`src/rtl/mem_arb_pkg.sv`:
```
// Shared types for the two-master memory port arbiter: master IDs, access size
// encoding and arbitration FSM states.
package mem_arb_pkg;

  typedef enum logic {
    MstM0 = 1'b0,
    MstM1 = 1'b1
  } master_id_e;

  localparam logic [1:0] SizeWord = 2'b10;

  typedef enum logic {
    StIdle,
    StLocked
  } arb_state_e;

endpackage

```
`src/rtl/owner_fifo.sv`:
```
// Small FIFO of 1-bit owner IDs, remembering which master each accepted
// request came from so responses can be routed back in order.
module owner_fifo #(
  parameter int unsigned Depth = 2
) (
  input  logic clk_i,
  input  logic reset_i,
  input  logic push_i,
  input  logic data_i,
  input  logic pop_i,
  output logic data_o,
  output logic full_o,
  output logic empty_o
);

  localparam int unsigned PtrW = (Depth > 1) ? $clog2(Depth) : 1;
  localparam int unsigned CntW = $clog2(Depth) + 1;
  localparam logic [PtrW-1:0] LastPtr = PtrW'(Depth - 1);
  localparam logic [CntW-1:0] FullCnt = CntW'(Depth);

  logic [Depth-1:0] mem_q;
  logic [PtrW-1:0]  wr_ptr_q, wr_ptr_d;
  logic [PtrW-1:0]  rd_ptr_q, rd_ptr_d;
  logic [CntW-1:0]  cnt_q, cnt_d;
  logic             do_push, do_pop;

  assign full_o  = (cnt_q == FullCnt);
  assign empty_o = (cnt_q == '0);
  assign data_o  = mem_q[rd_ptr_q];

  // Push is refused when full even if a pop happens in the same cycle.
  assign do_push = push_i & ~full_o;
  assign do_pop  = pop_i & ~empty_o;

  always_comb begin
    wr_ptr_d = wr_ptr_q;
    rd_ptr_d = rd_ptr_q;
    cnt_d    = cnt_q;
    if (do_push) begin
      wr_ptr_d = (wr_ptr_q == LastPtr) ? '0 : wr_ptr_q + PtrW'(1);
    end
    if (do_pop) begin
      rd_ptr_d = (rd_ptr_q == LastPtr) ? '0 : rd_ptr_q + PtrW'(1);
    end
    if (do_push && !do_pop) begin
      cnt_d = cnt_q + CntW'(1);
    end else if (do_pop && !do_push) begin
      cnt_d = cnt_q - CntW'(1);
    end
  end

  always_ff @(posedge clk_i) begin
    if (reset_i) begin
      wr_ptr_q <= '0;
      rd_ptr_q <= '0;
      cnt_q    <= '0;
    end else begin
      wr_ptr_q <= wr_ptr_d;
      rd_ptr_q <= rd_ptr_d;
      cnt_q    <= cnt_d;
    end
  end

  always_ff @(posedge clk_i) begin
    if (do_push) begin
      mem_q[wr_ptr_q] <= data_i;
    end
  end

endmodule

```
`src/rtl/mem_port_arbiter.sv`:
```
// Shares one single-ported memory target between an instruction port (M0) and
// a data port (M1): round-robin grant with lock, in-order response routing.
module mem_port_arbiter
  import mem_arb_pkg::*;
#(
  parameter int unsigned C_OUTSTANDING = 2,
  parameter int unsigned C_ADDR_SZ     = 32
) (
  input  logic                 clk_i,
  input  logic                 reset_i,
  output logic                 m0_reqready_o,
  input  logic                 m0_reqvalid_i,
  input  logic [C_ADDR_SZ-1:0] m0_reqaddr_i,
  input  logic                 m0_rspready_i,
  output logic                 m0_rspvalid_o,
  output logic                 m0_rsperr_o,
  output logic [31:0]          m0_rspdata_o,
  output logic                 m1_reqready_o,
  input  logic                 m1_reqvalid_i,
  input  logic                 m1_reqdvalid_i,
  input  logic [1:0]           m1_reqsize_i,
  input  logic [C_ADDR_SZ-1:0] m1_reqaddr_i,
  input  logic [31:0]          m1_reqdata_i,
  input  logic                 m1_rspready_i,
  output logic                 m1_rspvalid_o,
  output logic                 m1_rsperr_o,
  output logic [31:0]          m1_rspdata_o,
  input  logic                 s_reqready_i,
  output logic                 s_reqvalid_o,
  output logic                 s_reqdvalid_o,
  output logic [1:0]           s_reqsize_o,
  output logic [C_ADDR_SZ-1:0] s_reqaddr_o,
  output logic [31:0]          s_reqdata_o,
  output logic                 s_rspready_o,
  input  logic                 s_rspvalid_i,
  input  logic                 s_rsperr_i,
  input  logic [31:0]          s_rspdata_i
);

  arb_state_e state_q, state_d;
  master_id_e gnt_q, gnt_d;
  master_id_e last_q, last_d;
  master_id_e grant;
  master_id_e head;
  logic       sel_valid;
  logic       accept;
  logic       fifo_full, fifo_empty, fifo_head;
  logic       rsp_pop;
  logic       err_q, err_d;

  always_comb begin
    grant     = MstM0;
    sel_valid = 1'b0;
    state_d   = state_q;
    gnt_d     = gnt_q;
    case (state_q)
      StLocked: begin
        grant     = gnt_q;
        sel_valid = (gnt_q == MstM1) ? m1_reqvalid_i : m0_reqvalid_i;
        if (s_reqready_i) begin
          state_d = StIdle;
        end
      end
      default: begin
        if (m0_reqvalid_i && m1_reqvalid_i) begin
          grant = (last_q == MstM0) ? MstM1 : MstM0;
        end else if (m1_reqvalid_i) begin
          grant = MstM1;
        end else begin
          grant = MstM0;
        end
        sel_valid = (m0_reqvalid_i | m1_reqvalid_i) & ~fifo_full;
        if (sel_valid && !s_reqready_i) begin
          state_d = StLocked;
          gnt_d   = grant;
        end
      end
    endcase
  end

  // Request path: combinational mux of the granted master, gated by reset.
  assign s_reqvalid_o  = ~reset_i & sel_valid & ~fifo_full;
  assign s_reqdvalid_o = (grant == MstM1) ? m1_reqdvalid_i : 1'b0;
  assign s_reqsize_o   = (grant == MstM1) ? m1_reqsize_i : SizeWord;
  assign s_reqaddr_o   = (grant == MstM1) ? m1_reqaddr_i : m0_reqaddr_i;
  assign s_reqdata_o   = (grant == MstM1) ? m1_reqdata_i : 32'h0;

  assign m0_reqready_o = ~reset_i & s_reqready_i & (grant == MstM0) & ~fifo_full;
  assign m1_reqready_o = ~reset_i & s_reqready_i & (grant == MstM1) & ~fifo_full;

  assign accept = s_reqvalid_o & s_reqready_i;
  assign last_d = accept ? grant : last_q;

  owner_fifo #(
    .Depth (C_OUTSTANDING)
  ) u_fifo (
    .clk_i   (clk_i),
    .reset_i (reset_i),
    .push_i  (accept),
    .data_i  (grant),
    .pop_i   (rsp_pop),
    .data_o  (fifo_head),
    .full_o  (fifo_full),
    .empty_o (fifo_empty)
  );

  assign head = master_id_e'(fifo_head);

  // Responses with no owner on record are drained and flagged in err_q.
  assign s_rspready_o  = ~reset_i &
                         (fifo_empty | ((head == MstM1) ? m1_rspready_i : m0_rspready_i));
  assign m0_rspvalid_o = ~reset_i & s_rspvalid_i & ~fifo_empty & (head == MstM0);
  assign m1_rspvalid_o = ~reset_i & s_rspvalid_i & ~fifo_empty & (head == MstM1);
  assign rsp_pop       = s_rspvalid_i & s_rspready_o & ~fifo_empty;

  assign m0_rspdata_o = s_rspdata_i;
  assign m1_rspdata_o = s_rspdata_i;
  assign m0_rsperr_o  = s_rsperr_i;
  assign m1_rsperr_o  = s_rsperr_i;

  assign err_d = err_q | (~reset_i & s_rspvalid_i & fifo_empty);

  always_ff @(posedge clk_i) begin
    if (reset_i) begin
      state_q <= StIdle;
      gnt_q   <= MstM0;
      last_q  <= MstM1;
      err_q   <= 1'b0;
    end else begin
      state_q <= state_d;
      gnt_q   <= gnt_d;
      last_q  <= last_d;
      err_q   <= err_d;
    end
  end

endmodule

```
`config.mk`:
```
export PLATFORM = sky130hd
export DESIGN_NAME = mem_port_arbiter
export DESIGN_NICKNAME = d
export VERILOG_FILES = /design/src/rtl/mem_arb_pkg.sv /design/src/rtl/owner_fifo.sv /design/src/rtl/mem_port_arbiter.sv
export SDC_FILE = /design/constraint.sdc
export NUM_CORES = 1
export LEC_CHECK = 0
export ABC_AREA = 1
export CORE_AREA = 2 2 107 109
export DETAILED_ROUTE_END_ITERATION = 10
export DIE_AREA = 0 0 109 111
export HOLD_SLACK_MARGIN = 0.08
export SYNTH_ARGS = -nofsm -noshare
export SYNTH_HDL_FRONTEND = slang
export SYNTH_SLANG_ARGS = --single-unit
```
`constraint.sdc`:
```
create_clock -name clk_i -period 3.6 [get_ports clk_i]
set_input_delay 0.36 -clock clk_i [delete_from_list [all_inputs] [get_ports clk_i]]
set_output_delay 0.36 -clock clk_i [all_outputs]
set_load 0.03 [all_outputs]
```
# Word level (Yosys, flattened, before mapping)
# Cells that the tools add are included.
[word_totals]
ff_bits = 9
inputBits = 140
wordCells = 75
[op_classes]
addsub = 4
n_lt_le_gt_ge = 3
n_eq_ne = 1
mux = 23
bitwise_logic = 26
n_reduce_logical = 11
[op_table]
columns = ["op", "n"]
rows = [
  ["$mux 32", 2],
  ["$and 1x1->1", 18],
  ["$mux 1", 16],
  ["$mux 2", 3],
  ["$not 1->1", 6],
  ["$logic_and 1x1->1", 5],
  ["$lt 1x2->1 const B", 2],
  ["$logic_not 1->1", 3],
  ["$add 1x1->1 const B", 2],
  ["$add 2x1->2 const B", 1],
  ["$bwmux 2", 1],
  ["$eq 2x2->1 const B", 1],
  ["$logic_not 2->1", 1],
  ["$or 1x1->1", 2],
  ["$reduce_and 2->1", 1],
  ["$reduce_bool 2->1", 1],
  ["$sub 2x1->2 const B", 1],
  ["$demux 1 s1", 1],
  ["$ge 1x1->1 const B", 1],
]

# Longest topological paths before layout
[logic_depth]
ltp_word = 12
depth_mapped = 11
mapped_depth_nobuf = 11

# Hierarchy
# From an unflattened synthesis, not the netlist that was laid out.
[unflattened]
hier_cells = 332
hier_area_um2 = 1790.5
[modules_own_cells]
columns = ["module", "instances", "cells_each", "area_per_inst_um2", "seq_area_each_um2"]
rows = [
  ["mem_port_arbiter", 1, 292, 1490.2, 60.1],
  ["owner_fifo", 1, 40, 300.3, 140.1],
]

# Worst setup path after synthesis
# Ideal clock, no wire load.
[synth_timing]
path_kind = "input to output"
from = "input m1_reqvalid_i"
to = "output s_reqdata_o[10]"
arrival_ns = 1.306
required_time_ns = 3.240
setup_slack_ns = 1.934
stages = 7
n_path_buf = 1
path_cell_list = "inv_1 > a21oi_2 > nand2_1 > nand2_4 > inv_2 > buf_2 > nor2_1"
[synth_via]
elab_chain_cells = 4
[synth_lines]
columns = ["element", "line", "source"]
rows = [
  ["from (decl)", "mem_port_arbiter.sv:19", "input logic m1_reqvalid_i,"],
  ["$mux 1 or $logic_and 1x1->1 (tied branches)", "mem_port_arbiter.sv:67, mem_port_arbiter.sv:65", ""],
  ["$mux 1 *", "mem_port_arbiter.sv:65", "if (m0_reqvalid_i && m1_reqvalid_i) begin"],
  ["$mux 1 *", "mem_port_arbiter.sv:56", "case (state_q)"],
  ["$mux 32 *", "mem_port_arbiter.sv:86", "assign s_reqdata_o = (grant == MstM1) ? m1_reqdata_i : 32'h0;"],
  ["to (decl)", "mem_port_arbiter.sv:33", "output logic [31:0] s_reqdata_o,"],
]
# Every way passes the cells marked *; elsewhere a longest branch is shown, timed or not.

# Worst setup path in the final report
[layout_timing]
from = "input m1_reqvalid_i"
to = "output s_reqsize_o[1]"
[layout_via]
elab_chain_cells = 4
[layout_lines]
columns = ["element", "line", "source"]
rows = [
  ["$mux 1 or $logic_and 1x1->1 (tied branches)", "mem_port_arbiter.sv:67, mem_port_arbiter.sv:65", ""],
  ["$mux 1 *", "mem_port_arbiter.sv:65", ""],
  ["$mux 1 *", "mem_port_arbiter.sv:56", ""],
  ["$mux 2 *", "mem_port_arbiter.sv:84", "assign s_reqsize_o = (grant == MstM1) ? m1_reqsize_i : SizeWord;"],
  ["to (decl)", "mem_port_arbiter.sv:31", "output logic [1:0] s_reqsize_o,"],
]
# Marks and branches as above.

==> PnR_summary.wiki <==
{| class="wikitable"
! Metric !! Value
|-
| Fin crit period || 2.96 ns
|-
| Skew final || between 0.003 and 0.004 ns
|-
| Number of inserted filler cells in the final layout || approximately 1.2k
|-
| Antenna Violating Nets Remaining || 0
|-
| Worst setup SP type || input port
|-
| Relative area change from synthesis to final layout || 80.2%
|-
| Die area || 12100 um2
|-
| Post-synth ARST share || 0%
|-
| Utilization after layout || 30.6%
|-
| Fmax || 338 MHz
|-
| Number of max-cap violations || 0
|-
| Leading cell type by number of instances after synthesis || sky130_fd_sc_hd__nand2_1
|-
| Buffering stage count on the worst path with inverters included || 5
|-
| Critical path required time || 3.24 ns
|-
| Initial antenna violation count || 0
|-
| Starting density of the core || 17.0%
|-
| HPWL Detailed || 6050 um
|-
| Reported leakage power || 1.58 nW
|-
| DRC || 0
|-
| Yosys warnings || 0
|-
| Hold violation total from the final report || 0
|-
| Cell breakdown of the critical path || clkdlybuf4s50_1, inv_1, a21oi_2, nand2_1, nand2_4, clkinv_2, buf_12, or2_1, clkdlybuf4s50_1
|-
| Critical Path End Type || output port
|-
| Count of cell types in the netlist || 22
|-
| Post-layout net count || 576
|-
| Routed wire per std cell || 12.2 um
|-
| Deepest level of the CTS H-tree || 1
|-
| Synth area leader || sky130_fd_sc_hd__buf_4
|-
| Number of buffers created by CTS || 3
|-
| Post-synthesis sequential element count || 9
|-
| Measured slew at the worst slew-check pin || 0.400 ns
|-
| Synthesized Nets || 464
|-
| Worst IR Drop VDD || approximately 0.13 mV
|-
| Mapped cell area || 1880 um2
|-
| Post-detailed-routing wire length || 7030 um
|-
| Count of routing violations after the opening detailed-route iteration || 72
|-
| Sequential fraction of the synthesis area || a little over a tenth
|-
| Clock-pin slew of the registers on the worst-case setup and hold paths || 0.04 ns
|-
| Max FO, Critical Path || 33
|-
| CP Launch Point || m1_reqvalid_i
|-
| Maximum number of pins on one net before global-route repair || 37
|-
| Clock tree from TritonCTS || yes
|-
| CTS sink count || 9
|-
| Cells taking the most area after synthesis || sky130_fd_sc_hd__buf_4, sky130_fd_sc_hd__nand2_1, sky130_fd_sc_hd__nor2_4, sky130_fd_sc_hd__inv_1, sky130_fd_sc_hd__dfxtp_1
|-
| Vias || between 2k and 2.5k
|-
| Setup TNS || 0 ns
|-
| Number of buffers on the longest clock path || 2
|-
| Top cell type's share of synthesized area || a little over a quarter
|-
| RSZ-0062 raised after global routing || no
|-
| Post-Syn Area per Cell || 5.82 um2
|-
| Delay of the slowest critical-path stage || 0.59 ns
|-
| Number of setup violations in the final report || 0
|-
| Crit-path leading delay family || buffers and inverters
|-
| Via density per instance || 3.80
|-
| Start-to-end type of the worst setup path || in2out
|-
| Via count of the first global-routing pass || between 2k and 2.5k
|-
| Post-CTS setup-driven buffer insertion count || 0
|-
| Count of cells resized by post-cts repair || 0
|-
| Gr usage total || approximately a tenth
|-
| Total power divided by cell area || 271 nW/um2
|-
| Slowest cell on the critical path || sky130_fd_sc_hd__clkdlybuf4s50_1
|-
| Synthesized instance count || 323
|-
| Worst hold path startpoint || u_fifo.rd_ptr_q
|-
| Clock insertion delay at the later pin of the skew report || 0.24 ns
|-
| Clock Tree Root || sky130_fd_sc_hd__clkbuf_16
|-
| Count of antenna diodes in the layout || 0
|-
| Number of placed I/O pins || 279
|-
| Grt ovf || 0
|-
| EDFF count, synth || 2
|-
| Core region area || about 11000 um2
|-
| Type of the most critical hold path || reg2reg
|-
| Arrival time of the worst setup path || 2.60 ns
|-
| Die boundary width || 109 um
|-
| Hold-fix buffers, CTS || 0
|-
| Number of iterations in the first detailed-routing pass || 4
|-
| Cell types with the highest counts after synthesis || sky130_fd_sc_hd__nand2_1, sky130_fd_sc_hd__buf_4, sky130_fd_sc_hd__inv_1
|-
| Weighted congestion at the end of routability-driven global placement || roughly 0.83
|-
| First-pass GRT wire length || 9880 um
|-
| Top cell by count, worst path || sky130_fd_sc_hd__clkdlybuf4s50_1
|-
| Main flop type after synthesis || sky130_fd_sc_hd__dfxtp_1
|-
| Result of the run || finished clean
|-
| Number of pins exceeding their max-slew limit in the final report || 0
|-
| Layout cells sized above 1 || 8.53%
|-
| RR Startpoint || u_fifo.cnt_q[0]
|-
| Die Y-Extent || 111 um
|-
| Relative max-transition margin || 73.3%
|-
| Final clock period utilization by the worst path || 82.2%
|-
| IO Port Bufs || 179
|-
| Placement Rows || 39
|}
[final timing paths]
kind	endpoint	slack [ns]	depth (start not counted)
hold reg to reg	u_fifo.rd_ptr_q	0.49	2
setup / recovery	s_reqsize_o[1]	0.64	9
setup reg to reg	u_fifo.cnt_q[1]	1.70	9
hold / removal	u_fifo.rd_ptr_q	0.49	2
[cell usage in the layout, fill, tap and decap left out, types with 2 or more instances in the layout]
cell | netlist | layout
sky130_fd_sc_hd__nand2_1 | 118 | 118
sky130_fd_sc_hd__o21ai_0 | 3 | 3
sky130_fd_sc_hd__clkdlybuf4s50_1 | 0 | 173
sky130_fd_sc_hd__buf_4 | 66 | 8
sky130_fd_sc_hd__nor2_4 | 20 | 20
sky130_fd_sc_hd__dfxtp_1 | 7 | 7
sky130_fd_sc_hd__a21oi_1 | 6 | 6
sky130_fd_sc_hd__nand4_1 | 3 | 3
sky130_fd_sc_hd__clkbuf_16 | 0 | 3
sky130_fd_sc_hd__nor2_1 | 25 | 25
sky130_fd_sc_hd__edfxtp_1 | 2 | 2
sky130_fd_sc_hd__nand3_1 | 3 | 3
sky130_fd_sc_hd__buf_12 | 2 | 2
sky130_fd_sc_hd__inv_1 | 52 | 52
[power by group]
group,switching [mW],internal [mW]
combinational,0.322,0.277
clock,0.0496,0.148
sequential,0.00701,0.114
[final cells by class]
class	count	area (um2)	share of cell area [%]
Clock buffer	4	78.8	2.33
Inverter	53	200	5.91
Tap cell	143	179	5.28
Multi-Input combinational cell	185	900	26.5
Timing Repair Buffer	183	1830	54.0
Sequential cell	9	200	5.91
[state kept, by name, summed over array words and instances (netlist names)]
name	count
u_fifo.cnt_q	2
u_fifo.mem_q	2
gnt_q	1
last_q	1
state_q	1
u_fifo.rd_ptr_q	1
u_fifo.wr_ptr_q	1
[layer usage]
layer | vias to the layer above | routed length [um] | GRT usage [%]
li1 | 1088 | - | -
met1 | 924 | 2190 | 9.28
met2 | 171 | 3530 | 20.2
met3 | 7 | 1240 | 5.88
met4 | 0 | 67 | 1.71
met5 | - | 0 | 0
[cells by family (layout without fill, tap and decap cells)]
logic type,after synthesis,in the layout,synth area share (%)
simple gates,173,173,43.8
buf+inv,129,240,41.5
xor+xnor,1,1,0.466
compound gates,10,10,2.86
fa+ha+maj,1,1,0.665
flops,9,9,10.6
[metrics by stage]
| stage | power (mW) | hold slack (ns) | area [um2] | setup slack, ns | instances |
|---|---|---|---|---|---|
| final | 0.918 | 0.485 | 3390 | 0.640 | 577 |
| after global placement | 0.722 | 0.466 | 3310 | 0.662 | 573 |
| after CTS | 0.930 | 0.488 | 3390 | 0.612 | 577 |
| after detailed placement | 0.726 | 0.482 | 3310 | 0.614 | 573 |
| after floorplan | 0.577 | 0.429 | 1880 | 1.93 | 323 |
| after global routing | 0.971 | 0.506 | 3390 | 0.497 | 577 |
[worst min-delay path, delay by kind of cell (launching register included)]
kind | cells | cell delay, ns
compound gates | 1 | 0.05
flops | 1 | 0.31
simple gates | 1 | 0.07
Note: power is estimated with default switching activity, not from simulation.
